File: config.mk
export PLATFORM = sky130hd
export DESIGN_NAME = uart_rx
export DESIGN_NICKNAME = d
export VERILOG_FILES = /design/src/rtl/uart_rx.sv
export SDC_FILE = /design/constraint.sdc
export NUM_CORES = 1
export LEC_CHECK = 0
export BUFFER_PORTS_ARGS = -buffer_cell sky130_fd_sc_hd__clkbuf_2
export CORE_ASPECT_RATIO = 0.9
export CORE_MARGIN = 3
export CORE_UTILIZATION = 40
export DETAILED_ROUTE_END_ITERATION = 8
export GPL_ROUTABILITY_DRIVEN = 1
export PLACE_DENSITY = 0.61
export SYNTH_ARGS = -nofsm -noshare
export SYNTH_HDL_FRONTEND = slang
export SYNTH_SLANG_ARGS = --single-unit
export TNS_END_PERCENT = 5
File: constraint.sdc
create_clock -name CLK -period 2.39 [get_ports CLK]
set_input_delay 0.478 -clock CLK [delete_from_list [all_inputs] [get_ports CLK]]
set_output_delay 0.478 -clock CLK [all_outputs]
set_load 0.05 [all_outputs]
File: src/rtl/uart_rx.sv
// rtl/uart_rx.sv - 16x-oversampled UART receiver, LSB first, one start and SB_TICKS/16 stop bits
module uart_rx #(
   parameter int DATA_BITS = 8,
   parameter int SB_TICKS  = 16
) (
   input  logic                 CLK,
   input  logic                 reset,
   input  logic                 TICK,
   input  logic                 RX,
   output logic [DATA_BITS-1:0] DATA_OUT,
   output logic                 RX_DONE,
   output logic                 FRAME_ERR
);

   localparam int S_MAX = (SB_TICKS > 16) ? SB_TICKS : 16;
   localparam int S_W   = $clog2(S_MAX);
   localparam int N_W   = (DATA_BITS > 1) ? $clog2(DATA_BITS) : 1;

   typedef enum logic [1:0] {IDLE, START, DATA, STOP} state_t;

   state_t               state, state_nx;
   logic [S_W-1:0]       s, s_nx;
   logic [N_W-1:0]       n, n_nx;
   logic [DATA_BITS-1:0] b, b_nx;
   logic [DATA_BITS-1:0] data_nx;
   logic                 done_nx, err_nx;
   logic                 rx_meta, rx_s;

   // State register, datapath registers and the two-flop RX synchronizer
   always_ff @(posedge CLK or negedge reset) begin
      if (!reset) begin
         state     <= IDLE;
         s         <= '0;
         n         <= '0;
         b         <= '0;
         rx_meta   <= 1'b1;
         rx_s      <= 1'b1;
         DATA_OUT  <= '0;
         RX_DONE   <= 1'b0;
         FRAME_ERR <= 1'b0;
      end else begin
         state     <= state_nx;
         s         <= s_nx;
         n         <= n_nx;
         b         <= b_nx;
         rx_meta   <= RX;
         rx_s      <= rx_meta;
         DATA_OUT  <= data_nx;
         RX_DONE   <= done_nx;
         FRAME_ERR <= err_nx;
      end
   end

   always_comb begin
      state_nx = state;
      s_nx     = s;
      n_nx     = n;
      b_nx     = b;
      case (state)
         IDLE: begin
            if (!rx_s) begin
               state_nx = START;
               s_nx     = '0;
            end
         end
         START: begin
            if (TICK) begin
               if (s == S_W'(7)) begin
                  // Line must still be low at mid start bit, otherwise treat it as a glitch
                  if (!rx_s) begin
                     state_nx = DATA;
                     s_nx     = '0;
                     n_nx     = '0;
                  end else begin
                     state_nx = IDLE;
                  end
               end else begin
                  s_nx = s + 1'b1;
               end
            end
         end
         DATA: begin
            if (TICK) begin
               if (s == S_W'(15)) begin
                  s_nx = '0;
                  b_nx = {rx_s, b[DATA_BITS-1:1]};
                  if (n == N_W'(DATA_BITS-1)) state_nx = STOP;
                  else                        n_nx = n + 1'b1;
               end else begin
                  s_nx = s + 1'b1;
               end
            end
         end
         STOP: begin
            if (TICK) begin
               if (s == S_W'(SB_TICKS-1)) state_nx = IDLE;
               else                       s_nx = s + 1'b1;
            end
         end
         default: state_nx = IDLE;
      endcase
   end

   always_comb begin
      done_nx = 1'b0;
      data_nx = DATA_OUT;
      err_nx  = FRAME_ERR;
      if (state == STOP && TICK && s == S_W'(SB_TICKS-1)) begin
         done_nx = 1'b1;
         data_nx = b;
         err_nx  = ~rx_s;
      end
   end

endmodule

# After elaboration in Yosys (flattened, before gate mapping)
# Cells that the tools add are included.
op_classes:
  eq_ne: 17
  bitwise: 1
  addsub: 2
  reduce_logical: 8
  muxes: 26
ops:
  columns: ["cell", "n"]
  rows:
  - ["$mux W4", 7]
  - ["$ne A2 B2 Y1 const B", 11]
  - ["$mux W2", 9]
  - ["$mux W3", 6]
  - ["$pmux W4 S4", 1]
  - ["$pmux W2 S4", 1]
  - ["$reduce_and A8 Y1", 1]
  - ["$reduce_and A7 Y1", 1]
  - ["$pmux W3 S2", 1]
  - ["$add A4 B1 Y4 const B", 1]
  - ["$eq A2 B2 Y1 const B", 2]
  - ["$eq A4 B3 Y1 const B", 1]
  - ["$eq A4 B4 Y1 const B", 1]
  - ["$reduce_and A4 Y1", 1]
  - ["$add A3 B1 Y3 const B", 1]
  - ["$eq A3 B3 Y1 const B", 1]
  - ["$reduce_and A3 Y1", 1]
  - ["$eq A2 B1 Y1 const B", 1]
  - ["$logic_and A1 B1 Y1", 2]
  - ["$logic_not A2 Y1", 1]
  - ["$reduce_bool A2 Y1", 1]
  - ["$mux W1", 1]
  - ["$not A1 Y1", 1]
word_totals:
  reg_bits: 29
  out_inout_bits: 10
  word_cells: 63

# Longest topological paths before layout
depth:
  ltp_word: 5
  mapped_depth: 6
  mapped_depth_nobuf: 6

# Worst setup path after synthesis
# No wires, ideal clock.
synth_path:
  path_type: "register to register"
  start: "register s[0]"
  end: "register b[0]"
  required_time_ns: 2.265
  arrival_ns: 1.538
  path_slack_ns: 0.727
  setup_time_ns: 0.125
  period_less_slack_ns: 1.663
  stages_incl_launch_ff: 5
  path_buffers: 0
  cell_sequence: "dfrtp_1 ha_1 nand2_2 nor4_4 mux2_2"
synth_between:
  elab_chain_cells: 2
synth_rtl:
  columns: ["item", "line_no", "text"]
  rows:
  - ["from (decl)", "22", "logic [S_W-1:0] s, s_nx;"]
  - ["from (signal assigned)", "43", "s <= s_nx;"]
  - ["$eq A4 B4 Y1", "84", "if (s == S_W'(15)) begin"]
  - ["$reduce_and A3 Y1 (no line)", null, null]
  - ["to (signal assigned)", "45", "b <= b_nx;"]
  - ["to (decl)", "24", "logic [DATA_BITS-1:0] b, b_nx;"]
# Every way passes these cells.
# A chain may end at the register's enable or synchronous reset.

# Worst setup path in the final report
layout_path:
  start: "register s[0]"
  end: "register b[6]"
# The elaborated chain is that of the path after synthesis.

==> results.md <==
- The max capacitance violation total is 0.
- The starting density of the core is 0.4444.
- The critical path class is reg2reg.
- The register-to-register setup slack is 0.42 ns.
- The worst slew slack as a fraction of its limit is 0.5290.
- The critical path data required time is 2.60 ns.
- The routability congestion estimate is 0.7555.
- After synthesis the netlist holds a flip-flop and latch count of 29.
- The net count of the finished layout is 126.
- After routing, the total negative slack on setup checks comes to 0 ns.
- Dividing the final minimum period by the clock period gives 0.8253.
- STA puts the critical path data arrival time at 2.19 ns.
- The CTS tree is yes.
- The die covers 3947 sq um.
- The vertical die dimension is 59.90 microns.
- The count of input and output buffers is 13.
- Measured in cells, the most critical reg-to-reg path has a length of 4.
- At the placement stage, the worst setup path has a slack of 0.4424 ns.
- The routed wirelength normalized by instance count is 14.47 microns.
- The count of TritonRoute iterations in the first routing pass is 4.
- In the routed layout, each cell is associated on average with a via count of 5.319.
- Of the cells placed in the final design, the portion with a size suffix greater than 1 is 0.3833.
- Clock skew on the completed layout was measured at 0.005340 ns.
- The synthesized design contains 0 enable-type register cells.
- The number of clock buffers added by TritonCTS is 5.
- The total congestion overflow is 0.
- The measured slew at the worst slew-check pin is 0.7065 ns.
- The share of the Yosys chip area taken by registers is 0.5640.
- The time the worst path needs with I/O delays and setup is 1.973 ns.
- The deepest clock path buffer count is 2.
- The startpoint of the worst register-to-register path is s[0]$_DFFE_PN0P_.
- After synthesis, the cell types taking the most area are dfrtp_1 (52%), mux2_2 (15%), dfstp_2 (4.1%).
- Setup slack closes at 0.4174 ns.
- The gate count after technology mapping is 101.
- The library cell occupying the most area in the post-synthesis netlist is dfrtp_1.
- For this design the ratio of total power to cell area is 768.8 nW/um^2.
- The most instantiated flip-flop cell in the synthesis netlist is dfrtp_1.
- The flow ran to the end, and the final reports show no timing, DRC or antenna violations.
- The number of buffers inserted to repair setup after CTS is 0.
- The buffer cell driving the clock tree root is clkbuf_4.
- For this run, the total global-route usage over all layers was measured as 0.1425.
- The portion of synthesized cell area occupied by the leading cell type is 0.5233.
- The signed area change from the synthesized netlist to the final layout is 12.50%.
- Setup repair after global routing left no endpoint under its margin.
- Counting instances in the post-synthesis netlist gives the leading cell types as dfrtp_1 (27), mux2_2 (17), o21ai_0 (9).
- The clock latency on the worst-skew pair is 0.32 ns.
- The placeable core area is 2905 sq um.
- CTS built an H-tree with a depth of 2.
- After legalization and detailed placement, the total HPWL measured 1593 microns.
- The wire length of the first global-routing pass is 4160 microns.
- The detailed-route wire length is 2315 microns.
- The share of async-settable or async-resettable flops after synthesis is 1.000.
- The number of resized instances in the post-cts repair step is 0.
- The final hold violation count is 0.
- The initial antenna violation count is 0.
- The number of sinks on the clock net is 29.
- The net count after synthesis is 108.
- The total chip power is 1.117 mW.
- The setup violation total in the final timing report is 0.
- The unique cell type count in the Yosys netlist is 31.
- Derived from the worst setup path, the maximum achievable clock frequency is 507.0 MHz.
- The worst setup path is captured at a flop.
- The total count of max-transition violations in the final report was 0.
- Along the worst path, the maximum fanout reaches 8.
- In the routed design, unresolved DRC markers number 0.
- The min-delay analysis places its worst path in the category in2async.
- The count of nets left with antenna violations once routing finished came out at 0.
- The category of the worst setup path launch point is a flop.
- The total via count in the routed design is 851.
- The width of the chip is 65.89 microns.
- The worst ir drop on vdd is 0.3679 mV.
- After floorplanning, the core was divided into 18 placement rows.
- The number of fillers in the final layout is 285.
- The netlist area before placement is 1291 sq um.
- The top-level port count is 14.
- The worst register-to-register path ends at b[6]$_DFFE_PN0P_.
- The most common cell in the synthesized netlist is dfrtp_1.
- The iteration-0 DRC count of the detailed router is 44.
- The via count of the first global-routing pass is 907.
- 0 antenna diodes ended up in the layout.
- The Yosys step of the flow raised 0 warnings.
- After clock tree synthesis, the flow added hold-fix buffers numbering 0.
- Entering global routing, the biggest net connects 30 pins.
- The per-instance average area after synthesis is 12.78 sq um.
- The most critical setup path has its startpoint at s[0]$_DFFE_PN0P_.
- The analysis attributes to cell leakage a power of 0.6752 nW.
- Clock-pin slew was measured on the worst setup and hold paths at 0.09 ns.
worst max-delay path, cell delays in order (launching register included):
cell and delay, ns:
dfrtp_1 0.39, ha_1 0.32, nand2_2 0.19, nor4_4 0.55, mux2_2 0.40
area by class of cell:
class,count,area (sq um),area share
Multi-Input combinational cell,66,535.5,0.3686
Inverter,4,15.01,0.01034
Timing Repair Buffer,13,65.06,0.04479
Sequential cell,29,728.2,0.5013
Tap cell,40,50.05,0.03445
Clock buffer,8,58.81,0.04048
sequential cells by signal (all words and copies together) (netlist names), 3 cells and up, named ones only:
name      count
s             4
b             8
DATA_OUT      8
n             3
logic make-up (layout without fill, tap and decap cells):
family / count (synthesis) / in the layout / synth area share
DFF: 29 / 29 / 0.5640
and+or+nand+nor: 25 / 25 / 0.1270
muxes: 19 / 19 / 0.1638
AOI/OAI and AO/OA: 18 / 18 / 0.08819
buffers and inverters: 6 / 25 / 0.02131
adders and majority gates: 3 / 3 / 0.02907
xor gates and xnor gates: 1 / 1 / 0.006784
routing by layer:
layer | vias to the layer above | share of wire | global-route usage
li1 | 408 | - | -
met1 | 421 | 0.48 | 0.1784
met2 | 15 | 0.46 | 0.2229
met3 | 7 | 0.041 | 0.04511
met4 | 0 | 0.018 | 0.07101
met5 | - | 0 | 0
worst max path at each step:
stage,end,slack [ns]
floorplan,b[0]$_DFFE_PN0P_,0.73
global placement,b[6]$_DFFE_PN0P_,0.48
detailed placement,b[6]$_DFFE_PN0P_,0.44
CTS,b[6]$_DFFE_PN0P_,0.41
global route,b[6]$_DFFE_PN0P_,0.30
finish,b[6]$_DFFE_PN0P_,0.42
per-stage QoR:
stage / hold slack [ns] / instances / cell area [sq um] / utilization
after floorplan: 0.1824 / 101 / 1291 / -
after global placement: 0.3510 / 152 / 1394 / 0.4798
after CTS: 0.2193 / 160 / 1453 / 0.5000
after detailed placement: 0.3525 / 152 / 1394 / 0.4798
final: 0.1864 / 160 / 1453 / 0.5000
after global routing: 0.2238 / 160 / 1453 / 0.5000
placed cells by master (no fill, tap or decap), drive strengths merged, types with 2 or more instances in the layout:
cell,instances
nand2,7
nand3,6
nor4,2
a22o,2
nor2,3
dfrtp,27
mux2i,2
ha,3
inv,4
clkbuf,21
mux2,17
a21oi,2
dfstp,2
o21ai,9
power breakdown:
part	leakage, nW	internal [mW]	total (mW)	switching [mW]
combinational	0.261	0.0845	0.184	0.0997
clock	0.0326	0.145	0.308	0.163
sequential	0.381	0.551	0.624	0.0734
(Power assumes the default switching activity.)
